==> src/rtl/traffic_light_controller_actuated.sv <==
// Vehicle-actuated N-way traffic light controller: round-robin green/yellow/all-red with demand skipping and green rest.
// Optional pedestrian walk phase is built when TLC_PED_WALK_EN is defined.
module traffic_light_controller_actuated #(
  parameter int unsigned N_WAYS       = 2,
  parameter int unsigned TIMER_W      = 8,
  parameter int unsigned PRESCALE     = 1,
  parameter int unsigned GREEN_MIN    = 4,
  parameter int unsigned GREEN_MAX    = 10,
  parameter int unsigned YELLOW_TICKS = 3,
  parameter int unsigned ALLRED_TICKS = 2,
  parameter int unsigned WALK_TICKS   = 5,
  localparam int unsigned AW = (N_WAYS > 1) ? $clog2(N_WAYS) : 1
) (
  input  logic              clk,
  input  logic              rst,
  input  logic [N_WAYS-1:0] veh_req,
  input  logic              ped_req,
  output logic [N_WAYS-1:0] red,
  output logic [N_WAYS-1:0] yellow,
  output logic [N_WAYS-1:0] green,
  output logic              walk,
  output logic [AW-1:0]     active_way,
  output logic [1:0]        phase
);

  localparam int unsigned PW = (PRESCALE > 1) ? $clog2(PRESCALE) : 1;

  typedef enum logic [1:0] {
    S_ALLRED = 2'd0,
    S_GREEN  = 2'd1,
    S_YELLOW = 2'd2,
    S_WALK   = 2'd3
  } state_t;

  state_t              state, state_d;
  logic [TIMER_W-1:0]  timer, timer_d;
  logic [TIMER_W-1:0]  k_cnt, k_d;
  logic [PW-1:0]       pre_cnt, pre_d;
  logic [N_WAYS-1:0]   dem, dem_d;
  logic                first_pass, first_d;
  logic [AW-1:0]       active_d, tgt, nxt;
  logic                go_green, tick, other_dem;
  logic [N_WAYS-1:0]   way_onehot, onehot_d;
  logic [N_WAYS-1:0]   red_d, yellow_d, green_d;

`ifdef TLC_PED_WALK_EN
  logic ped_pend, ped_d;
`else
  logic unused_ped_req;
  localparam int unsigned unused_walk_ticks = WALK_TICKS;
  assign unused_ped_req = ped_req;
`endif

  assign tick       = (PRESCALE == 1) || (pre_cnt == PW'(PRESCALE - 1));
  assign way_onehot = N_WAYS'(1) << active_way;
  assign phase      = state;

  // Demand from any way other than the one being served.
  always_comb begin
    other_dem = 1'b0;
    for (int j = 0; j < int'(N_WAYS); j++) begin
      if (AW'(j) != active_way) other_dem = other_dem | dem[j];
    end
  end

  // Next way to serve: first latched demand after active_way, wrapping back to it last.
  always_comb begin
    logic          found;
    logic [AW-1:0] idx;
    nxt   = active_way;
    found = 1'b0;
    for (int off = 1; off <= int'(N_WAYS); off++) begin
      idx = AW'((int'(active_way) + off) % int'(N_WAYS));
      if (!found && dem[idx]) begin
        nxt   = idx;
        found = 1'b1;
      end
    end
  end

  // Next-state, timers and demand latches.
  always_comb begin
    state_d  = state;
    timer_d  = timer;
    k_d      = k_cnt;
    active_d = active_way;
    first_d  = first_pass;
    pre_d    = tick ? '0 : pre_cnt + PW'(1);
    dem_d    = dem | (veh_req & ~((state == S_GREEN) ? way_onehot : '0));
`ifdef TLC_PED_WALK_EN
    ped_d    = ped_pend | ped_req;
`endif
    go_green = 1'b0;
    tgt      = active_way;

    if (tick) begin
      case (state)
        S_ALLRED: begin
          if (timer == '0) begin
            if (first_pass) begin
              go_green = 1'b1;
              tgt      = '0;
            end
`ifdef TLC_PED_WALK_EN
            else if (ped_pend) begin
              state_d = S_WALK;
              timer_d = TIMER_W'(WALK_TICKS - 1);
              ped_d   = 1'b0;
            end
`endif
            else begin
              go_green = 1'b1;
              tgt      = nxt;
            end
          end else begin
            timer_d = timer - TIMER_W'(1);
          end
        end
        S_GREEN: begin
          k_d = (k_cnt < TIMER_W'(GREEN_MAX)) ? k_cnt + TIMER_W'(1) : k_cnt;
          if (other_dem && (((k_d >= TIMER_W'(GREEN_MIN)) && !veh_req[active_way]) ||
                            (k_d >= TIMER_W'(GREEN_MAX)))) begin
            state_d = S_YELLOW;
            timer_d = TIMER_W'(YELLOW_TICKS - 1);
          end
        end
        S_YELLOW: begin
          if (timer == '0) begin
            state_d = S_ALLRED;
            timer_d = TIMER_W'(ALLRED_TICKS - 1);
          end else begin
            timer_d = timer - TIMER_W'(1);
          end
        end
`ifdef TLC_PED_WALK_EN
        S_WALK: begin
          if (timer == '0) begin
            state_d = S_ALLRED;
            timer_d = TIMER_W'(ALLRED_TICKS - 1);
          end else begin
            timer_d = timer - TIMER_W'(1);
          end
        end
`endif
        default: begin
          state_d = S_ALLRED;
          timer_d = TIMER_W'(ALLRED_TICKS - 1);
        end
      endcase
    end

    // Green entry clears the served way's demand, overriding a same-cycle set.
    if (go_green) begin
      state_d     = S_GREEN;
      k_d         = '0;
      active_d    = tgt;
      first_d     = 1'b0;
      dem_d[tgt]  = 1'b0;
    end

    if (state_d != state) pre_d = '0;
  end

  // Lamp decode of the upcoming state so the lamp registers track the state register.
  always_comb begin
    onehot_d = N_WAYS'(1) << active_d;
    red_d    = '1;
    yellow_d = '0;
    green_d  = '0;
    case (state_d)
      S_GREEN: begin
        green_d = onehot_d;
        red_d   = ~onehot_d;
      end
      S_YELLOW: begin
        yellow_d = onehot_d;
        red_d    = ~onehot_d;
      end
      default: ;
    endcase
  end

  always_ff @(posedge clk or negedge rst) begin
    if (!rst) begin
      state      <= S_ALLRED;
      timer      <= TIMER_W'(ALLRED_TICKS - 1);
      k_cnt      <= '0;
      pre_cnt    <= '0;
      dem        <= '0;
      first_pass <= 1'b1;
      active_way <= '0;
      red        <= '1;
      yellow     <= '0;
      green      <= '0;
    end else begin
      state      <= state_d;
      timer      <= timer_d;
      k_cnt      <= k_d;
      pre_cnt    <= pre_d;
      dem        <= dem_d;
      first_pass <= first_d;
      active_way <= active_d;
      red        <= red_d;
      yellow     <= yellow_d;
      green      <= green_d;
    end
  end

`ifdef TLC_PED_WALK_EN
  always_ff @(posedge clk or negedge rst) begin
    if (!rst) begin
      ped_pend <= 1'b0;
      walk     <= 1'b0;
    end else begin
      ped_pend <= ped_d;
      walk     <= (state_d == S_WALK);
    end
  end
`else
  assign walk = 1'b0;
`endif

endmodule
==> config.mk <==
export PLATFORM = sky130hd
export DESIGN_NAME = traffic_light_controller_actuated
export DESIGN_NICKNAME = d
export VERILOG_FILES = /design/src/rtl/traffic_light_controller_actuated.sv
export SDC_FILE = /design/constraint.sdc
export NUM_CORES = 1
export LEC_CHECK = 0
export ABC_AREA = 1
export CORE_MARGIN = 2
export CORE_UTILIZATION = 45
export DETAILED_ROUTE_END_ITERATION = 16
export GPL_TIMING_DRIVEN = 1
export PLACE_DENSITY = 0.65
export SLEW_MARGIN = 20
export SYNTH_ARGS = -nofsm -noshare
export SYNTH_HDL_FRONTEND = slang
export SYNTH_SLANG_ARGS = --single-unit
==> constraint.sdc <==
create_clock -name clk -period 4.7 [get_ports clk]
set_input_delay 0.705 -clock clk [delete_from_list [all_inputs] [get_ports clk]]
set_output_delay 0.705 -clock clk [all_outputs]
set_load 0.02 [all_outputs]
==> results.toml <==
[logic_synthesis]
syn_nets = 187
synth-seq-cells = 28
syn_area_um2 = 1510
synth_cells = 178
synth_cell_types = 31
synth.avg_cell_area_um2 = 8.48
yosysSeqAreaShare_pct = 46.8
yosysWarnings = 0

[hold_path]
worstHoldStart = "first_pass"
holdCritPathClass = "reg2reg"

[final_layout]
drive_gt1_share_pct = 22.3
layout.nets = 203
insertedDiodeCount = 0
syn_to_final_growth_pct = 13.7
nFillCells = 307
post-route-util_pct = 52.2

[timing]
final_max_slew_viol_count = 0
post-route-period-util_pct = 47.7
min_period_ps = 2240
hold_violations = 0
rsz0062_at_grt = "false"
max_freq_mhz = 446
finalSetupTns_ps = 0
fin_skew_ps = 9.55
setup_violations = 0

[clock_tree]
cts_tree = "built"
htreeDepth = 1
cts_hold_buf = 0
clockBufferDepth = 2
clkSinkCount = 28
cts-root-buf = "clkbuf_4"
cts-resized-gates = 0
clk-insertion-delay-late_ps = 330
cts_made_buffers = 3
clk_pin_slew_ps = 160
post_cts_buffers = 0

[worst_setup_path]
required_ps = 3990
worstSetupPathType = "reg2out"
crit_family = "buffers and inverters"
crit_fanout = 8
cp_cell_sequence = "clkdlybuf4s50_1"
cp_slowest_cell = "clkdlybuf4s50_1"
path_buf_inv = 1
worstSetupStartpointType = "flip-flop"
r2r_start = "timer[0]"
end_kind = "primary output"
crit_start = "active_way"
critical_path_arrival_ps = 1540
critPathMaxStageDelay_ps = 670

[detailed_routing]
dr.first_iter.drc_count = 44
drc = 0
ant_nets = 0
viasPerCell = 4.77
wl_per_cell_um = 11.3
routed_wl_um = 2700
first_pass_iters = 4
vias = 1141

[run_status]
status = "completed"

[global_routing]
grt_pass1_wl_um = 4750
overflow = 0
track_usage_pct = 16.8
antenna_found_initial = 0
grt_max_degree = 29
grt_pass1_vias = 1083

[flow_run]
cap_violations = 0

[pwr]
leakagePower_nw = 0.837
peakVddDrop_uv = 276
power_density_nw_per_um2 = 610

[floorplan]
core_area_um2 = 3280
dieArea_um2 = 3830
start_util_pct = 45.9
die_x_um = 61.9
rows = 21
ioPinCount = 15
fp.dieH_um = 61.9

[placement]
dp_hpwl_um = 2040
port_buffers = 12
gp_congestion = 0.803
==> logic make-up after synthesis <==
| group | synth area share, % |
|---|---|
| AOI/OAI and AO/OA | 6.38 |
| xor gates and xnor gates | 4.06 |
| adders and majority gates | 3.32 |
| buffers and inverters | 7.79 |
| DFF | 46.8 |
| muxes | 0.663 |
| other | 0.249 |
| and+or+nand+nor | 30.8 |
==> where the power goes <==
group	internal [mW]	total [mW]	switching (mW)
Sequential	0.318	0.386	0.0683
Clock	0.0474	0.120	0.0721
Combinational	0.213	0.542	0.329
Total	0.578	1.05	0.469
==> metal layers <==
metal / up-vias / global-route usage [%] / share of wire [%]
met4: 0 / 6.08 / 0.78
li1: 583 / - / -
met5: - / 0 / 0
met3: 2 / 2.48 / 1.6
met2: 7 / 28.1 / 49
met1: 549 / 22.3 / 48
==> path summary, 6_finish.rpt <==
| kind | slack (ps) | end | cells after the start |
|---|---|---|---|
| worst max-delay path | 2460 | active_way | 1 |
| min in group asynchronous | 730 | timer[4] | 2 |
| worst min register to register | 470 | first_pass | 2 |
| worst min-delay path | 470 | first_pass | 2 |
| worst max register to register | 2610 | red[0] | 11 |
| max in group asynchronous | 3650 | first_pass | 2 |
==> state kept, by name, summed over array words and instances, names as in the netlist <==
name and cells:
phase 2, timer 8, green 2, dem 2
yellow 2, k_cnt 8, active_way 1, first_pass 1
red 2
==> layout by cell type (no fill, tap or decap), drive strengths merged <==
cell type,instances
buf,1
nor2,28
mux2i,1
nor3,2
o22ai,4
o211ai,1
xnor2,3
clkdlybuf4s50,12
clkinv,2
xor2,4
a31oi,1
a21oi,2
o21ai,8
or2,1
nand3,13
dfrtp,24
nand2,48
conb,1
clkbuf,4
ha,4
inv,25
dfstp,4
==> final cells by class <==
class / count / area (µm²) / area share [%]
inverter: 27 / 103 / 5.98
clock buffer: 4 / 36.3 / 2.12
sequential: 28 / 706 / 41.1
timing repair buffer: 13 / 128 / 7.44
tap: 46 / 57.6 / 3.36
multi-input combinational: 121 / 686 / 40.0
==> through the flow <==
| stage | cell area, µm² | std cells | worst slack (ps) | total power [mW] | hold slack, ps |
|---|---|---|---|---|---|
| floorplan | 1510 | 178 | 2880 | 0.807 | 409 |
| global placement | 1680 | 235 | 2390 | 0.917 | 451 |
| detailed placement | 1680 | 235 | 2350 | 0.940 | 454 |
| CTS | 1720 | 239 | 2460 | 1.06 | 475 |
| global route | 1720 | 239 | 2390 | 1.15 | 496 |
| finish | 1720 | 239 | 2460 | 1.05 | 470 |
==> synthesized netlist by cell type, drive strengths merged <==
library cell	number	area, µm²
xnor2	3	26.3
ha	4	50.1
dfstp	4	105
mux2i	1	10.0
nand2	48	234
o211ai	1	7.51
o22ai	4	25.0
a31oi	1	6.26
clkinv	2	8.75
xor2	4	35.0
dfrtp	24	601
nand3	13	87.6
buf	2	15.0
inv	25	93.8
conb	1	3.75
nor2	28	115
nor3	2	21.3
o21ai	8	43.8
or2	1	6.26
a21oi	2	13.8
Power figures use the tool's default switching activity.
==> edit (same flow settings) <==
Put one more register stage on the output `phase`. The value now appears one clock later. The other outputs are not delayed to match.
--- a/src/rtl/traffic_light_controller_actuated.sv
+++ b/src/rtl/traffic_light_controller_actuated.sv
@@ -54,5 +54,7 @@
   assign tick       = (PRESCALE == 1) || (pre_cnt == PW'(PRESCALE - 1));
   assign way_onehot = N_WAYS'(1) << active_way;
-  assign phase      = state;
+  always_ff @(posedge clk) begin
+    phase <= state;
+  end
 
   // Demand from any way other than the one being served.
Formal check against the unedited RTL: not equivalent (Yosys sat finds a counterexample within 4 cycles, from zero or initial values and one cycle with rst low).
==> edit against the unedited design <==
Worst setup slack better by 0.069 ns. Core utilization up 1.3 points. Total power up 17%. Register-to-register slack worse by 0.07 ns. Area after synthesis up 0.41%. Hold slack worse by 0.049 ns. Routed wire length up 10%. Final cell count up 5.4%. Sequential cell count up 2. Via count up 8.9%. Final area up 2.6%. First-iteration DRC count up 23%. Largest power group unchanged.
==> edit: results (changes against the unedited design) <==
worst-path fanout max 1 (-7); Syn Nets 197 (+5.3%); Unique masters post-synth 26 (-16%); Worst Setup EP red[0]; total congestion overflow 0 (unchanged); number of global-route vias before repair 1156 (+6.7%); largest cells by area after synthesis dfrtp_1 40%, nand2_1 11%, inv_1 7.2%; mux cell area share after synthesis 0.006606 (-0.00002739); status finished clean; Tot GR Track Use 0.1806 (+0.01227); R2R setup slack 2.54 ns (-0.07 ns); Clock Skew 0.007787 ns (-0.001759 ns); DRT iter0 DRCs 54 (+23%); RD Place Congestion 0.8162 (+1.6%); Compound-Gate Fraction of Synth Area 0.06193 (-0.001915); first-pass GRT wire length 4899 um (+3.2%); clk_lat worst skew 0.34 ns; CP peak stage delay 0.60 ns (-0.07 ns); XOR/XNOR share of the synthesized area 0.03468 (-0.005948); Leakage Power 0.9226 nW (+10%); CTS H-tree lvls 2 (+1); ratio of cells with drive above 1 in the final layout 0.1068 (-0.1160); Worst Setup SP red[0]; switching pwr 535.9 uW (+14%); top flop regs k_cnt (8), timer (8); CP arrival 1.47 ns (-0.07 ns); DP Area 1682 um^2 (+0.15%); Synth Area in Adders 0.04129 (+0.008121); dpl hpwl 2161 um (+5.9%); Post-synth top cells 46 x nand2_1, 29 x inv_1, 28 x nor2_1; Final nets 215 (+5.9%); TritonCTS buffer count 5 (+2); Seq/Total Area, Yosys 0.4922 (+0.02449); Async SR Flop Fraction 0.9333 (-0.06667); FILL cells 309 (+0.65%); WL final 2979 um (+10%); via count 1242 (+8.9%); maximum VDD drop 0.3820 mV (+38%); Reg clk slew, reported paths 0.09 ns (-0.07 ns)
-- edit: final cells by class --
cell class,count,area (um^2),share of cell area
flip-flops and latches,30,745.7,0.4239
multi-input cells,124,634.4,0.3606
repair buffers,13,127.6,0.07255
inverters,31,116.4,0.06615
well taps,46,57.56,0.03272
clock inverters,3,40.04,0.02276
clock buffers,5,37.54,0.02134
-- edit: how the worst min path moves through the flow --
stage	to	slack, ns	depth (start not counted)	start
floorplan	phase[0]	0.37	0	state[0]
global placement	phase[0]	0.40	0	state[0]
detailed placement	phase[0]	0.40	0	state[0]
CTS	phase[0]	0.42	0	state[0]
global route	phase[0]	0.43	0	state[0]
finish	phase[0]	0.42	0	state[0]
-- edit: logic make-up after synthesis --
| group | count (synthesis) |
|---|---|
| simple gates | 94 |
| buf+inv | 33 |
| compound gates | 17 |
| fa+ha+maj | 5 |
| flops | 30 |
| mux | 1 |
| other cells | 1 |
| xor+xnor | 6 |
-- edit: stage by stage --
stage          setup slack, ns  hold WS (ns)  instances
6_report                 2.528        0.4203        252
5_1_grt                  2.326        0.4336        252
4_1_cts                  2.504        0.4193        252
3_5_place_dp             2.348        0.3966        244
3_3_place_gp             2.373        0.3979        244
2_1_floorplan            2.895        0.3679        187
-- edit: power groups by stage --
stage | Combinational, mW | Clock [mW] | Sequential (mW)
2_1_floorplan | 0.423 | 0 | 0.445
3_3_place_gp | 0.576 | 0 | 0.419
3_5_place_dp | 0.600 | 0 | 0.426
4_1_cts | 0.605 | 0.207 | 0.421
5_1_grt | 0.682 | 0.217 | 0.432
6_report | 0.600 | 0.201 | 0.423
-- edit: metal layers --
| layer | routed length (um) | track usage |
|---|---|---|
| met2 | 1453 | 0.2813 |
| met5 | 0 | 0 |
| met3 | 153 | 0.05383 |
| met4 | 94 | 0.1185 |
| met1 | 1277 | 0.2159 |
